<file path="src/rtl/vminmax_reduce_seq.sv">
// Sequencer for the vredmin/vredmax(u) reductions. Streams 64-bit beats through a packed
// SIMD min/max, folds the accumulator down to one element and merges the scalar seed.
module vminmax_reduce_seq #(
   parameter int DATA_WIDTH = 64,
   parameter int SEW_WIDTH  = 2,
   parameter int MASK_WIDTH = 8,
   parameter int LEN_WIDTH  = 16
) (
   input  logic                  clk,
   input  logic                  rst_n,
   input  logic                  start_valid,
   output logic                  start_ready,
   input  logic [SEW_WIDTH-1:0]  start_sew,
   input  logic [1:0]            start_op,
   input  logic [LEN_WIDTH-1:0]  start_beats,
   input  logic [DATA_WIDTH-1:0] start_init,
   input  logic                  in_valid,
   output logic                  in_ready,
   input  logic [DATA_WIDTH-1:0] in_data,
   input  logic [MASK_WIDTH-1:0] in_mask,
   output logic                  out_valid,
   input  logic                  out_ready,
   output logic [DATA_WIDTH-1:0] out_data,
   output logic                  busy,
   output logic [2:0]            dbg_state
);

   // Every port pair is valid/ready: a transfer happens on a clock edge where both are high.
   typedef enum logic [2:0] {S_IDLE, S_ACCUM, S_FOLD, S_FINAL, S_DONE} state_t;

   state_t                  state_q, state_d;
   logic [SEW_WIDTH-1:0]    sew_q, sew_d;
   logic [1:0]              op_q, op_d;
   logic [LEN_WIDTH-1:0]    beats_q, beats_d;
   logic [LEN_WIDTH-1:0]    cnt_q, cnt_d, cnt_inc;
   logic [DATA_WIDTH-1:0]   init_q, init_d;
   logic [DATA_WIDTH-1:0]   acc_q, acc_d;
   logic [1:0]              fold_q, fold_d;
   logic [DATA_WIDTH-1:0]   elem_m, beat_m, fold_hi;

   function automatic logic [63:0] lane_msb(input logic [1:0] sew);
      case (sew)
         2'd0:    lane_msb = 64'h8080_8080_8080_8080;
         2'd1:    lane_msb = 64'h8000_8000_8000_8000;
         2'd2:    lane_msb = 64'h8000_0000_8000_0000;
         default: lane_msb = 64'h8000_0000_0000_0000;
      endcase
   endfunction

   // Neutral element of the reduction, replicated in every lane.
   function automatic logic [63:0] ident(input logic [1:0] sew, input logic [1:0] op);
      case (op)
         2'b00:   ident = '1;
         2'b01:   ident = '0;
         2'b10:   ident = ~lane_msb(sew);
         default: ident = lane_msb(sew);
      endcase
   endfunction

   function automatic logic [63:0] width_mask(input logic [1:0] sew);
      case (sew)
         2'd0:    width_mask = 64'h0000_0000_0000_00FF;
         2'd1:    width_mask = 64'h0000_0000_0000_FFFF;
         2'd2:    width_mask = 64'h0000_0000_FFFF_FFFF;
         default: width_mask = '1;
      endcase
   endfunction

   function automatic logic [63:0] elem_mask(input logic [7:0] mask, input logic [1:0] sew);
      logic [63:0] m;
      m = '0;
      for (int i = 0; i < 8; i++) begin
         m[8*i +: 8] = {8{mask[3'(i >> sew)]}};
      end
      return m;
   endfunction

   // Flipping each lane MSB turns a signed compare into an unsigned one.
   function automatic logic [63:0] simd_sel(input logic [63:0] a, input logic [63:0] b,
                                            input logic [1:0] sew, input logic [1:0] op);
      logic [63:0] ax, bx, r;
      ax = op[1] ? (a ^ lane_msb(sew)) : a;
      bx = op[1] ? (b ^ lane_msb(sew)) : b;
      r  = '0;
      case (sew)
         2'd0: for (int i = 0; i < 8; i++)
            r[8*i +: 8] = ((ax[8*i +: 8] > bx[8*i +: 8]) == op[0]) ? a[8*i +: 8] : b[8*i +: 8];
         2'd1: for (int i = 0; i < 4; i++)
            r[16*i +: 16] = ((ax[16*i +: 16] > bx[16*i +: 16]) == op[0]) ? a[16*i +: 16] : b[16*i +: 16];
         2'd2: for (int i = 0; i < 2; i++)
            r[32*i +: 32] = ((ax[32*i +: 32] > bx[32*i +: 32]) == op[0]) ? a[32*i +: 32] : b[32*i +: 32];
         default: r = ((ax > bx) == op[0]) ? a : b;
      endcase
      return r;
   endfunction

   always_ff @(posedge clk) begin
      if (!rst_n) begin
         state_q <= S_IDLE;
      end else begin
         state_q <= state_d;
      end
   end

   always_ff @(posedge clk) begin
      if (!rst_n) begin
         sew_q   <= '0;
         op_q    <= '0;
         beats_q <= '0;
         cnt_q   <= '0;
         init_q  <= '0;
         acc_q   <= '0;
         fold_q  <= '0;
      end else begin
         sew_q   <= sew_d;
         op_q    <= op_d;
         beats_q <= beats_d;
         cnt_q   <= cnt_d;
         init_q  <= init_d;
         acc_q   <= acc_d;
         fold_q  <= fold_d;
      end
   end

   assign cnt_inc = cnt_q + LEN_WIDTH'(1);

   always_comb begin
      state_d = state_q;
      case (state_q)
         S_IDLE:
            if (start_valid) begin
               if (start_beats != '0)      state_d = S_ACCUM;
               else if (start_sew == 2'd3) state_d = S_FINAL;
               else                        state_d = S_FOLD;
            end
         S_ACCUM:
            if (in_valid && (cnt_inc == beats_q))
               state_d = (sew_q == 2'd3) ? S_FINAL : S_FOLD;
         S_FOLD:
            if (fold_q == (2'd2 - sew_q)) state_d = S_FINAL;
         S_FINAL: state_d = S_DONE;
         S_DONE:  if (out_ready) state_d = S_IDLE;
         default: state_d = S_IDLE;
      endcase
   end

   // Upper half of the live width, moved down onto the lower half for the next fold step.
   always_comb begin
      case (fold_q)
         2'd0:    fold_hi = acc_q >> 32;
         2'd1:    fold_hi = acc_q >> 16;
         default: fold_hi = acc_q >> 8;
      endcase
   end

   assign elem_m = elem_mask(in_mask, sew_q);
   assign beat_m = (in_data & elem_m) | (ident(sew_q, op_q) & ~elem_m);

   always_comb begin
      sew_d   = sew_q;
      op_d    = op_q;
      beats_d = beats_q;
      cnt_d   = cnt_q;
      init_d  = init_q;
      acc_d   = acc_q;
      fold_d  = fold_q;
      case (state_q)
         S_IDLE:
            if (start_valid) begin
               sew_d   = start_sew;
               op_d    = start_op;
               beats_d = start_beats;
               init_d  = start_init;
               acc_d   = ident(start_sew, start_op);
               cnt_d   = '0;
               fold_d  = '0;
            end
         S_ACCUM:
            if (in_valid) begin
               acc_d = simd_sel(acc_q, beat_m, sew_q, op_q);
               cnt_d = cnt_inc;
            end
         S_FOLD: begin
            acc_d  = simd_sel(acc_q, fold_hi, sew_q, op_q);
            fold_d = fold_q + 2'd1;
         end
         S_FINAL: acc_d = simd_sel(acc_q, init_q, sew_q, op_q);
         default: ;
      endcase
   end

   always_comb begin
      start_ready = (state_q == S_IDLE);
      in_ready    = (state_q == S_ACCUM);
      out_valid   = (state_q == S_DONE);
      busy        = (state_q != S_IDLE);
      out_data    = (state_q == S_DONE) ? (acc_q & width_mask(sew_q)) : '0;
      dbg_state   = state_q;
   end

endmodule

</file>
<file path="config.mk">
export PLATFORM = sky130hd
export DESIGN_NAME = vminmax_reduce_seq
export DESIGN_NICKNAME = d
export VERILOG_FILES = /design/src/rtl/vminmax_reduce_seq.sv
export SDC_FILE = /design/constraint.sdc
export NUM_CORES = 1
export LEC_CHECK = 0
export BUFFER_PORTS_ARGS = -buffer_cell sky130_fd_sc_hd__clkbuf_2
export CELL_PAD_IN_SITES_DETAIL_PLACEMENT = 1
export CELL_PAD_IN_SITES_GLOBAL_PLACEMENT = 1
export CORE_UTILIZATION = 39
export DETAILED_ROUTE_END_ITERATION = 8
export PLACE_DENSITY_LB_ADDON = 0.1
export RECOVER_POWER = 25
export REMOVE_ABC_BUFFERS = 1
export SETUP_SLACK_MARGIN = 0.15
export SLEW_MARGIN = 10
export SYNTH_ARGS = -nofsm -noshare
export SYNTH_HDL_FRONTEND = slang
export SYNTH_SLANG_ARGS = --single-unit
</file>
<file path="constraint.sdc">
create_clock -name clk -period 5.6 [get_ports clk]
set_clock_uncertainty 0.15 [all_clocks]
set_input_delay 0.56 -clock clk [delete_from_list [all_inputs] [get_ports clk]]
set_output_delay 0.56 -clock clk [all_outputs]
set_load 0.01 [all_outputs]
</file>
### After elaboration in Yosys (flattened, before gate mapping)

Cells that the tools add are included.

* register bits: 169
* input bits: 161

* equal/unequal tests: 112
* bitwise operators: 13
* multiplexer cells: 109
* shift operators: 8
* add/subtract/negate cells: 3
* magnitude comparators: 53
* reduce and logical (&&, ||, !) cells: 24

Operator list (count)
* 64-bit two-way mux: 20
* 64-bit one-hot mux with 3 select lines: 6
* 64-bit XOR: 6
* 56-bit one-hot mux with 3 select lines: 2
* 64-bit one-hot mux with 4 select lines: 1
* 16-bit two-way mux: 14
* 64-bit bitwise AND: 3
* 16-bit greater-than comparator: 12
* 32-bit greater-than comparator: 6
* 64-bit greater-than comparator: 3
* 8-bit greater-than comparator: 24
* 32-bit two-way mux: 6
* 8-bit two-way mux: 24
* 64-bit inverter: 3
* 3-bit != test (second input constant): 42
* 15-bit AND reduction: 8
* 56-bit one-hot mux with 2 select lines: 1
* 64-bit OR: 1
* 1-bit equality test: 45
* 3-bit by 5-bit less-than comparator with 1-bit output (second input constant): 8
* 16-bit one-hot mux with 2 select lines: 1
* 1-bit binary-select mux with 3-bit select: 8
* 1-bit two-way mux: 18
* 16-bit by 1-bit adder with 16-bit output (second input constant): 1
* 30 further kinds: 59

### Logic depth before layout (Yosys ltp)

Gate-level depths: netlist of the first run.

* depth after elaboration: 15
* gate-level depth with buffers: 21
* depth with buffers taken out: 19

### Worst setup path after synthesis of the first run

Ideal clock, no wire load.

* path kind: register to register
* start point: reg sew_q[1]
* end point: reg acc_q[40]
* clock period less this slack: 5.692 ns
* data required time: 5.331 ns
* stages on the path, launching flop included: 19
* data arrival time: 5.423 ns
* buffers on the path: 1
* setup slack: -0.092 ns
* path through: dfxtp_1 inv_1 ha_1 mux4_2 mux2i_1 mux2i_1 xnor2_1 ha_1 nand4_1 nor4_1 or3b_1 o22ai_1 nor2_1 a311o_1 a32oi_2 nand2_1 or4b_1 buf_2 o221a_1

* longest elaborated chain between the ends: 13
* elaborated cells between the ends (all ways): 105

Ends and longest elaborated chain
* start, declared: line 32 `logic [SEW_WIDTH-1:0] sew_q, sew_d;`
* start signal, assigned: line 115 `sew_q <= sew_d;`
* 2-bit by 2-bit >> shifter with 3-bit output (tied with other cells): line 73 `m[8*i +: 8] = {8{mask[3'(i >> sew)]}};`
* 1-bit binary-select mux with 3-bit select or 56-bit one-hot mux with 3 select lines (tied branches): line 73, 42
* 1-bit two-way mux (implied by the code) or 64-bit two-way mux (tied branches): line 73, 52
* 1-bit two-way mux (implied by the code) or 64-bit inverter (tied branches): line 73, 55
* 64-bit inverter or 64-bit one-hot mux with 3 select lines (tied branches): line 157, 52
* 64-bit bitwise AND: line 157 `assign beat_m = (in_data & elem_m) | (ident(sew_q, op_q) & ~elem_m);`
* 64-bit OR: line 157
* 64-bit XOR: line 83 `bx = op[1] ? (b ^ lane_msb(sew)) : b;`
* 64-bit two-way mux: line 83
* 64-bit greater-than comparator (tied with other cells): line 92 `default: r = ((ax > bx) == op[0]) ? a : b;`
* 1-bit equality test, on equally long branches
* 5-bit by 2-bit != test with 1-bit output (no source line) or 3-bit != test (tied branches)
* 15-bit AND reduction (no source line)
* end signal, assigned: line 112 `acc_q <= '0;`
* end signal, assigned: line 120 `acc_q <= acc_d;`
* end, declared: line 37 `logic [DATA_WIDTH-1:0] acc_q, acc_d;`

Parallel ways exist; a longest one is shown, timed or not. The select of a mux whose other input is x is not followed.
A chain may end at the register's enable or synchronous reset.

### Worst setup path after layout of the first run

* start point: reg sew_q[1]
* end point: reg acc_q[58]

The elaborated chain is that of the path after synthesis.

==> impl_metrics.ini, run 1 <==
[run_status]
status = complete, but fails checks
failed_checks = capacitance limit, slew limit

[global_routing]
global_route.usage.total_pct = 34.69
largest_net_degree_at_the_start_of_global_routing = 86
initial_antenna_violation_count = 4
grt_pass1_wl_mm = 113.7
overflow_left_after_global_routing = 0
first_global_vias = 18680

[detailed_routing]
route.detailed.drc = 0
avgRoutedWirePerCell_um = 24.95
detail_route.vias_per_cell = 6.082
drtAntennaViolNets = 0
wirelength_mm = 76.04
dr.pass1.iters = 5
via_count = 18540
drtIter0Drc = 1179

[logic_synthesis]
total_standard_cell_area_after_synthesis_um2 = 16680
yosys.cell_count.top_type = sky130_fd_sc_hd__nand2_1
synth-warning-count = 0
synth_largest_type_area_fraction_pct = 20.28
synth-async-reset-ratio_pct = 0
synth_area_per_cell_um2 = 7.368
netlist_top_cells_area = sky130_fd_sc_hd__dfxtp_1 (20%), sky130_fd_sc_hd__ha_1 (17%), sky130_fd_sc_hd__a21oi_1 (9.2%), sky130_fd_sc_hd__nand2_1 (7.7%), sky130_fd_sc_hd__mux2i_1 (5.0%)
synth_edf_count = 0
synth-main-ff-cell = sky130_fd_sc_hd__dfxtp_1
synth.cells.most_frequent = sky130_fd_sc_hd__nand2_1 (341), sky130_fd_sc_hd__a21oi_1 (305), sky130_fd_sc_hd__ha_1 (222), sky130_fd_sc_hd__dfxtp_1 (169), sky130_fd_sc_hd__o21ai_0 (163)
synth_cell_type_count = 73
post_synth_inst_count = 2264
synth.ff_latch_count = 169
ys_seq_area_share_pct = 20.28
post_synth_top_area_cell = sky130_fd_sc_hd__dfxtp_1

[pwr]
leakagePower_nw = 8.726
power_density_nw_per_um2 = 560.2
peakVddDrop_mv = 0.3742
design_power_total_w = 0.01098

[cells_and_area]
flow.area_growth_from_synthesis_pct = 17.54
stdcell_count = 3048
post-route-util_pct = 46.64
final_layout_size_suffix_gt1_share_pct = 17.12
num-nets-final = 2877
design_area_um2 = 19610

[sta]
slew_headroom_pct = -87.15
min_period_over_period_pct = 93.23
max_slew.worst_pin.slew_ns = 2.807
rsz0062_at_grt = false
report.final.hold_viol_count = 0
setup_tns_ns = 0
setup_viol = 0
fmax_ghz = 0.1915
fin_crit_ns = 5.221
slew_violations = 209

[setup_path]
crit_fanout = 8
crit_path_start_kind = register
worst_path_most_repeated_cell = sky130_fd_sc_hd__buf_4
endpoint_kind = register
crit_path_max_incr_delay_ns = 0.47
cpMaxStageDelayCell = sky130_fd_sc_hd__xnor2_1
reg2reg_depth = 17
worstSetupPathType = reg -> reg
cp_data_arrival_time_ns = 5.42
critical_path_required_ns = 5.80
critical_path.cell_chain = inv_1 > buf_4 > ha_2 > nand2_1 > xnor2_1 > ha_1 > nand4_1 > or2_2 > nor3b_1 > o21ai_0 > o21ai_1 > a221o_1 > nor2_1 > nor4b_4 > buf_4 > and4_1 > a221oi_1

[floorplan]
die-width_um = 208.8
placeableCoreArea_um2 = 42040
number_of_top_level_pins = 232
die_area_um2 = 43610
num_rows = 75
die_span_y_um = 208.8
initial_core_util_pct = 39.68

[flow_run]
max_cap_viol_count = 4

[placement]
placed_cell_area_um2 = 18830
place.port_buffers = 231
place_hpwl_mm = 58.59
placed_cells_incl_taps = 3007
globalplace.congestion = 0.9638

[clock_tree]
ctsLongestPathBuffers = 2
root_buffer = sky130_fd_sc_hd__clkbuf_16
cts_hold_buf = 0
clock_insertion_delay_worst_skew_ns = 0.51
clk_transition_reported_paths_ns = 0.08
total_clock_buffers_created_by_cts = 17
cts.htree.levels = 4
tritoncts_clock_tree = yes
tritoncts_num_sinks = 169

[hold_path]
min-delay-path-class = in -> reg
whs_path_depth = 3
[final cells by class]
class                           instances  area, um2
Tap cell                              539      674.4
Clock buffer                           18      429.2
Inverter                              116      437.9
Clock inverter                         13      155.1
Timing Repair Buffer                  333       1926
Sequential cell                       169       3383
Multi-Input combinational cell       1857      12600
Fill cell                            5356      22430
Antenna cell                            3      7.507
[registers in the layout, indices dropped and copies added, names as in the netlist]
| signal | cells |
|---|---|
| cnt_q | 16 |
| sew_q | 2 |
| init_q | 64 |
| dbg_state | 3 |
| op_q | 2 |
| fold_q | 2 |
| acc_q | 64 |
| beats_q | 16 |
[where the power goes]
part | total [W] | internal (W) | switching (W)
clock network | 0.00129 | 0.000667 | 0.000623
registers | 0.00221 | 0.00150 | 0.000707
logic | 0.00749 | 0.00288 | 0.00461
total | 0.0110 | 0.00504 | 0.00594
[logic make-up (layout without fill, tap and decap cells)]
logic type	Yosys count	after routing	share of synthesized area [%]
xor gates and xnor gates	70	70	3.675
buffers and inverters	238	480	5.363
adders and majority gates	222	222	16.65
DFF	169	169	20.28
and+or+nand+nor	756	756	21.45
muxes	98	98	6.458
AOI/OAI and AO/OA	711	711	26.12
other	0	3	0
[through the flow]
step	hold WS (ns)	worst slack, ns
after CTS	0.08622	0.1805
final	0.1117	0.3793
after global placement	0.2939	0.1460
after detailed placement	0.3023	-0.05806
after global routing	0.1114	0.1318
after floorplan	0.2863	-0.6392
[routing by layer]
metal / up-vias / share of wire, % / GRT usage (%) / wire (um)
li1: 8702 / - / - / -
met1: 9056 / 44 / 45.70 / 33690
met2: 641 / 46 / 55.90 / 34630
met3: 136 / 7.0 / 6.297 / 5331
met4: 4 / 3.1 / 13.69 / 2358
met5: - / 0.036 / 0 / 27
[final timing paths]
check,slack (ns),end,start
worst min-delay path,0.11,init_q[2]$_SDFFE_PN0P_,start_init[2]
worst min register to register,0.31,init_q[34]$_SDFFE_PN0P_,init_q[34]$_SDFFE_PN0P_
worst max-delay path,0.38,acc_q[58]$_SDFFE_PN0P_,sew_q[1]$_SDFFE_PN0P_
worst max register to register,0.38,acc_q[58]$_SDFFE_PN0P_,sew_q[1]$_SDFFE_PN0P_
[layout by cell type, fill, tap and decap left out, types with 8 or more instances in the layout]
master and instances:
sky130_fd_sc_hd__nand2_1 338, sky130_fd_sc_hd__a21oi_1 301, sky130_fd_sc_hd__clkbuf_2 222, sky130_fd_sc_hd__ha_1 216
sky130_fd_sc_hd__dfxtp_1 169, sky130_fd_sc_hd__o21ai_0 156, sky130_fd_sc_hd__nor2_1 133, sky130_fd_sc_hd__inv_1 111
sky130_fd_sc_hd__buf_4 94, sky130_fd_sc_hd__mux2i_1 77, sky130_fd_sc_hd__and3_1 61, sky130_fd_sc_hd__xnor2_1 55
sky130_fd_sc_hd__nand4_1 42, sky130_fd_sc_hd__nand3_1 33, sky130_fd_sc_hd__a22o_1 32, sky130_fd_sc_hd__and2_1 24
sky130_fd_sc_hd__nor3_1 21, sky130_fd_sc_hd__a22oi_1 20, sky130_fd_sc_hd__o22ai_1 20, sky130_fd_sc_hd__a211oi_1 17
sky130_fd_sc_hd__and4_1 17, sky130_fd_sc_hd__clkbuf_16 17, sky130_fd_sc_hd__o21a_1 16, sky130_fd_sc_hd__nor3b_1 16
sky130_fd_sc_hd__o221a_2 15, sky130_fd_sc_hd__xor2_1 14, sky130_fd_sc_hd__nor2b_1 14, sky130_fd_sc_hd__clkbuf_1 14
sky130_fd_sc_hd__a31oi_1 12, sky130_fd_sc_hd__o221ai_1 12, sky130_fd_sc_hd__a221oi_1 11, sky130_fd_sc_hd__nor4_1 11
sky130_fd_sc_hd__o211ai_1 11, sky130_fd_sc_hd__a21o_1 9, sky130_fd_sc_hd__or2_2 8, sky130_fd_sc_hd__a2bb2oi_1 8
[critical path, delay by kind of cell (launching register included)]
family	cells	cell delay [ns]
simple gates	7	1.83
compound gates	4	1.21
fa+ha+maj	2	0.58
buf+inv	3	0.49
xor+xnor	1	0.47
flops	1	0.31
[timing repair]
| item | in CTS | in global routing |
|---|---|---|
| cloned | 0 | 0 |
| setup buffers | 0 | 7 |
| pin swaps | 0 | 7 |
| setup endpoints to repair | 29 | 47 |
| gates resized for setup | 4 | 38 |
No activity file was read; power rests on OpenSTA's default activity.
==> run 2: changes to the inputs <==
ABC_AREA = 1   (was default)
CAP_MARGIN = 15   (was default)
CORE_UTILIZATION = 38   (was 39)
GPL_ROUTABILITY_DRIVEN = 0   (was default)
==> impl_metrics.ini, run 2 <==
[setup_path]
worstSetupPathType = reg -> reg
cp_data_arrival_time_ns = 5.70
reg2reg_depth = 11
crit_fanout = 29
critical_path_required_ns = 5.89
regToRegEndpoint = acc_q[48]$_SDFFE_PN0P_
crit_path_start_kind = register
cpMaxStageDelayCell = sky130_fd_sc_hd__clkbuf_1
setup.reg_to_reg.worst_slack_ns = 0.18
endpoint_kind = register
crit_path_max_incr_delay_ns = 1.39
worst_path_most_repeated_cell = sky130_fd_sc_hd__nand3_1
worst_r2r_startpoint = dbg_state[2]$_SDFFE_PN0P_
critical_path.cell_chain = nor3_4 > clkbuf_1 > inv_1 > nor2_1 > nand3_1 > nand3_1 > nor3_4 > buf_4 > nand3_1 > nand2_1 > nor2_1

[sta]
setup_tns_ns = 0
post-route-worst-setup-slack_ns = 0.1850
report.final.hold_viol_count = 0
fmax_ghz = 0.1847
slew_violations = 155
min_period_over_period_pct = 96.70
max_slew.worst_pin.slew_ns = 2.534
fin_crit_ns = 5.415
rsz0062_at_grt = false
setup_viol = 0
slew_headroom_pct = -69.35

[cells_and_area]
most-common-layout-cells = sky130_fd_sc_hd__nand2_1 (585), sky130_fd_sc_hd__inv_1 (289), sky130_fd_sc_hd__a21oi_1 (279), sky130_fd_sc_hd__nor2_1 (231), sky130_fd_sc_hd__ha_1 (221)
num-fill-cells = 5956
final_layout_size_suffix_gt1_share_pct = 12.74
stdcell_count = 3458
top_regs = acc_q x64, init_q x64
num-nets-final = 3235
design_area_um2 = 19410
flow.area_growth_from_synthesis_pct = 13.49
most_common_library_cell_in_the_layout_ignoring_fill_and_taps = sky130_fd_sc_hd__nand2_1
area.sequential_um2 = 3383
multi_input_gate_area_in_the_final_layout_um2 = 12090

[placement]
placed_cells_incl_taps = 3424
place.port_buffers = 231
place_ws_ns = 0.5469
place_hpwl_mm = 56.77
placed_cell_area_um2 = 18800

[hold_path]
min-delay-path-class = in -> reg
timing.hold.worst.start = start_init[31]
whs_endpoint = init_q[31]$_SDFFE_PN0P_
whs_path_depth = 3

[detailed_routing]
route.detailed.drc = 0
avgRoutedWirePerCell_um = 21.62
dr.pass1.iters = 5
via_count = 19790
wirelength_mm = 74.75
drtIter0Drc = 1355
drtAntennaViolNets = 0
detail_route.vias_per_cell = 5.722

[logic_synthesis]
yosys-mux-area-fraction_pct = 0
yosys.area_share.xor_xnor_pct = 2.765
ys_seq_area_share_pct = 19.78
synth_compound_gate_area_share_pct = 20.97
synth.ff_latch_count = 169
synth-warning-count = 0
synth_cell_type_count = 52
post_synth_inst_count = 2686
synth-main-ff-cell = sky130_fd_sc_hd__dfxtp_1
synth_area_per_cell_um2 = 6.367
netlist_top_cells_area = sky130_fd_sc_hd__dfxtp_1 (20%), sky130_fd_sc_hd__ha_1 (16%), sky130_fd_sc_hd__nand2_1 (13%), sky130_fd_sc_hd__a21oi_1 (8.2%), sky130_fd_sc_hd__inv_1 (6.4%)
synth_edf_count = 0
synth_largest_type_area_fraction_pct = 19.78
synth-async-reset-ratio_pct = 0
post_synth_top_area_cell = sky130_fd_sc_hd__dfxtp_1
synth_simple_gate_area_share_pct = 30.51
total_standard_cell_area_after_synthesis_um2 = 17100
synth.cells.most_frequent = sky130_fd_sc_hd__nand2_1 (586), sky130_fd_sc_hd__inv_1 (290), sky130_fd_sc_hd__a21oi_1 (280), sky130_fd_sc_hd__nor2_1 (233), sky130_fd_sc_hd__ha_1 (222)
synth_top_family_by_area = simple AND/OR/NAND/NOR gates
synth_fa_ha_area_share_pct = 16.24
yosys.cell_count.top_type = sky130_fd_sc_hd__nand2_1

[floorplan]
die-width_um = 214.2
placeableCoreArea_um2 = 44320
num_rows = 77
die_span_y_um = 214.2
number_of_top_level_pins = 232
initial_core_util_pct = 38.59
die_area_um2 = 45860

[global_routing]
first_global_vias = 20260
largest_net_degree_at_the_start_of_global_routing = 73
overflow_left_after_global_routing = 0
gr_util_met3_pct = 5.887
gr_peak_layer = met2
gr-usage-met1_pct = 42.16
global_route.usage.total_pct = 32.56
initial_antenna_violation_count = 4
grt_pass1_wl_mm = 116.1
met2_usage_pct = 53.89

[pwr]
leakagePower_nw = 9.093
peakVddDrop_mv = 0.2395
power_density_nw_per_um2 = 656.0
design_power_total_w = 0.01273

[clock_tree]
clk_transition_reported_paths_ns = 0.07
clock_insertion_delay_worst_skew_ns = 0.52
tritoncts_num_sinks = 169
root_buffer = sky130_fd_sc_hd__clkbuf_16
cts.htree.levels = 4
tritoncts_clock_tree = yes
total_clock_buffers_created_by_cts = 17
post-cts-setup-buffers = 0
ctsLongestPathBuffers = 2

[flow_run]
max_cap_viol_count = 3

[run_status]
status = complete, but fails checks
failed_checks = capacitance limit, slew limit
run 2: final cells by class:
cell class	instances	area share, %
clock inverter	13	0.8251
timing repair buffer	263	7.413
sequential	169	17.43
multi-input combinational	2097	62.27
clock buffer	19	2.334
antenna	1	0.01289
tap	592	3.816
inverter	304	5.898
run 2: timing repair:
action                     in CTS  in global routing
hold buffers                    0                  0
gates resized for setup         0                  3
setup endpoints to repair       0                 63
run 2: metrics by stage:
step / utilization, % / hold WS [ns]
finish: 43.80 / 0.1635
global route: 43.80 / 0.1671
CTS: 43.79 / 0.1308
detailed placement: 42.41 / 0.3165
global placement: 42.41 / 0.3094
floorplan: - / 0.2931
run 2: logic make-up after synthesis:
kind of cell	after synthesis
AOI/OAI and AO/OA	647
and+or+nand+nor	1174
DFF	169
xor gates and xnor gates	54
buffers and inverters	420
adders and majority gates	222
run 2: how the worst max path moves through the flow:
stage                               from                     end  cells after the start
4_1_cts            sew_q[0]$_SDFFE_PN0P_  acc_q[40]$_SDFFE_PN0P_                     24
5_1_grt        dbg_state[2]$_SDFFE_PN0P_  acc_q[48]$_SDFFE_PN0P_                     11
6_report       dbg_state[2]$_SDFFE_PN0P_  acc_q[48]$_SDFFE_PN0P_                     11
2_1_floorplan       op_q[0]$_SDFFE_PN0P_  acc_q[49]$_SDFFE_PN0P_                     24
3_5_place_dp       sew_q[1]$_SDFFE_PN0P_  acc_q[40]$_SDFFE_PN0P_                     24
3_3_place_gp       sew_q[1]$_SDFFE_PN0P_  acc_q[19]$_SDFFE_PN0P_                     24
run 2: per-layer routing:
layer | part of all wire, % | up-vias
li1 | - | 9387
met1 | 45 | 9633
met2 | 46 | 641
met3 | 6.3 | 121
met4 | 2.9 | 6
met5 | 0.044 | -
run 2: worst max-delay path: cells and delay by family, from the launching register on:
| kind | cells | cell delay, ns |
|---|---|---|
| and+or+nand+nor | 8 | 1.82 |
| buffers and inverters | 3 | 2.91 |
| DFF | 1 | 0.45 |
run 2: power by group:
| group | internal [W] | switching [W] |
|---|---|---|
| sequential | 0.00159 | 0.000457 |
| clock | 0.000692 | 0.000622 |
| combinational | 0.00299 | 0.00638 |
==> run 3: changes to the inputs <==
CORE_ASPECT_RATIO = 1.4   (was default)
==> impl_metrics.ini, run 3 (synthesized netlist as in run 2, its figures left out) <==
[floorplan]
number_of_top_level_pins = 232
die_area_um2 = 45870
num_rows = 91
die-width_um = 181.3
initial_core_util_pct = 38.71
placeableCoreArea_um2 = 44180
die_span_y_um = 253.0

[pwr]
peakVddDrop_mv = 0.2975
leakagePower_nw = 9.133
design_power_total_w = 0.01270
power_density_nw_per_um2 = 654.9

[global_routing]
largest_net_degree_at_the_start_of_global_routing = 72
gr-usage-met1_pct = 37.58
met2_usage_pct = 57.45
global_route.usage.total_pct = 32.52
gr_util_met3_pct = 4.530
grt_pass1_wl_mm = 114.6
overflow_left_after_global_routing = 0
initial_antenna_violation_count = 2
first_global_vias = 20690
gr_peak_layer = met2

[cells_and_area]
most-common-layout-cells = sky130_fd_sc_hd__nand2_1 (584), sky130_fd_sc_hd__inv_1 (288), sky130_fd_sc_hd__a21oi_1 (279), sky130_fd_sc_hd__nor2_1 (231), sky130_fd_sc_hd__clkbuf_2 (226)
flow.area_growth_from_synthesis_pct = 13.37
most_common_library_cell_in_the_layout_ignoring_fill_and_taps = sky130_fd_sc_hd__nand2_1
num-fill-cells = 6017
num-nets-final = 3247
final_layout_size_suffix_gt1_share_pct = 13.49
stdcell_count = 3436
top_regs = acc_q x64, init_q x64
design_area_um2 = 19390

[placement]
placed_cell_area_um2 = 18800
place.port_buffers = 231
placed_cells_incl_taps = 3401
place_ws_ns = 0.3317
place_hpwl_mm = 57.63

[run_status]
status = complete, but fails checks
failed_checks = capacitance limit, slew limit

[setup_path]
crit_fanout = 65
worstSetupPathType = reg -> out
crit_path_start_kind = register
cp_data_arrival_time_ns = 4.47
endpoint_kind = output port
critical_path_required_ns = 4.89

[clock_tree]
cts.htree.levels = 4
tritoncts_clock_tree = yes
total_clock_buffers_created_by_cts = 17
root_buffer = sky130_fd_sc_hd__clkbuf_16
ctsLongestPathBuffers = 2
clk_transition_reported_paths_ns = 0.08
cts_hold_buf = 0
tritoncts_num_sinks = 169
clock_insertion_delay_worst_skew_ns = 0.49

[flow_run]
max_cap_viol_count = 4

[detailed_routing]
dr.pass1.iters = 5
drtIter0Drc = 1172
wirelength_mm = 74.34
drtAntennaViolNets = 0
route.detailed.drc = 0
detail_route.vias_per_cell = 5.750
avgRoutedWirePerCell_um = 21.64
via_count = 19760

[sta]
setup_tns_ns = 0
fmax_ghz = 0.1931
rsz0062_at_grt = false
slew_violations = 197
slew_headroom_pct = -126.5
setup_viol = 0
min_period_over_period_pct = 92.47
report.final.hold_viol_count = 0
fin_crit_ns = 5.178
max_slew.worst_pin.slew_ns = 3.398
post-route-worst-setup-slack_ns = 0.4215

[hold_path]
min-delay-path-class = in -> reg
-- run 3: what timing repair did --
| item | in CTS | in global routing |
|---|---|---|
| gates resized for setup | 0 | 4 |
| setup endpoints to repair | 0 | 63 |
| buffers inserted | 0 | 2 |
-- run 3: worst paths after layout --
check / to / depth (start not counted) / start / slack (ns)
setup / recovery: out_data[47] / 7 / dbg_state[1]$_SDFFE_PN0P_ / 0.42
hold / removal: init_q[15]$_SDFFE_PN0P_ / 3 / start_init[15] / 0.19
setup reg to reg: acc_q[35]$_SDFFE_PN0P_ / 24 / sew_q[1]$_SDFFE_PN0P_ / 0.46
hold reg to reg: beats_q[15]$_SDFFE_PN0P_ / 2 / beats_q[15]$_SDFFE_PN0P_ / 0.32
-- run 3: metrics by stage --
step	hold slack, ns	utilization, %
after CTS	0.1776	43.83
after floorplan	0.2931	-
after detailed placement	0.3178	42.56
final	0.1913	43.89
after global placement	0.3062	42.56
after global routing	0.2100	43.89
-- run 3: final cells by class --
class	count	area, um2	area share, %
antenna	1	2.502	0.01291
clock buffer	18	439.2	2.265
clock inverter	14	123.9	0.6389
inverter	304	1145	5.905
multi-input combinational	2097	12090	62.38
sequential	169	3383	17.45
tap	558	698.2	3.601
timing repair buffer	275	1503	7.750
-- run 3: critical path: stages, from the launching register on --
cell                       delay [ns]
sky130_fd_sc_hd__dfxtp_1         0.49
sky130_fd_sc_hd__nor2_1          0.14
sky130_fd_sc_hd__inv_2           0.08
sky130_fd_sc_hd__nor2_1          0.07
sky130_fd_sc_hd__inv_2           0.06
sky130_fd_sc_hd__clkbuf_1        2.37
sky130_fd_sc_hd__nor3_1          0.44
sky130_fd_sc_hd__clkbuf_2        0.30
-- run 3: power breakdown --
part           total, W  leakage, nW  switching (W)  internal, W
sequential      0.00205         1.40       0.000457      0.00159
combinational   0.00942         7.48        0.00636      0.00306
clock           0.00124        0.257       0.000612     0.000624
-- run 3: layer usage --
layer  part of all wire [%]  up-vias
li1                       -     9408
met1                     41     9520
met2                     49      634
met3                    5.0      193
met4                    5.3        2
met5                  0.016        -
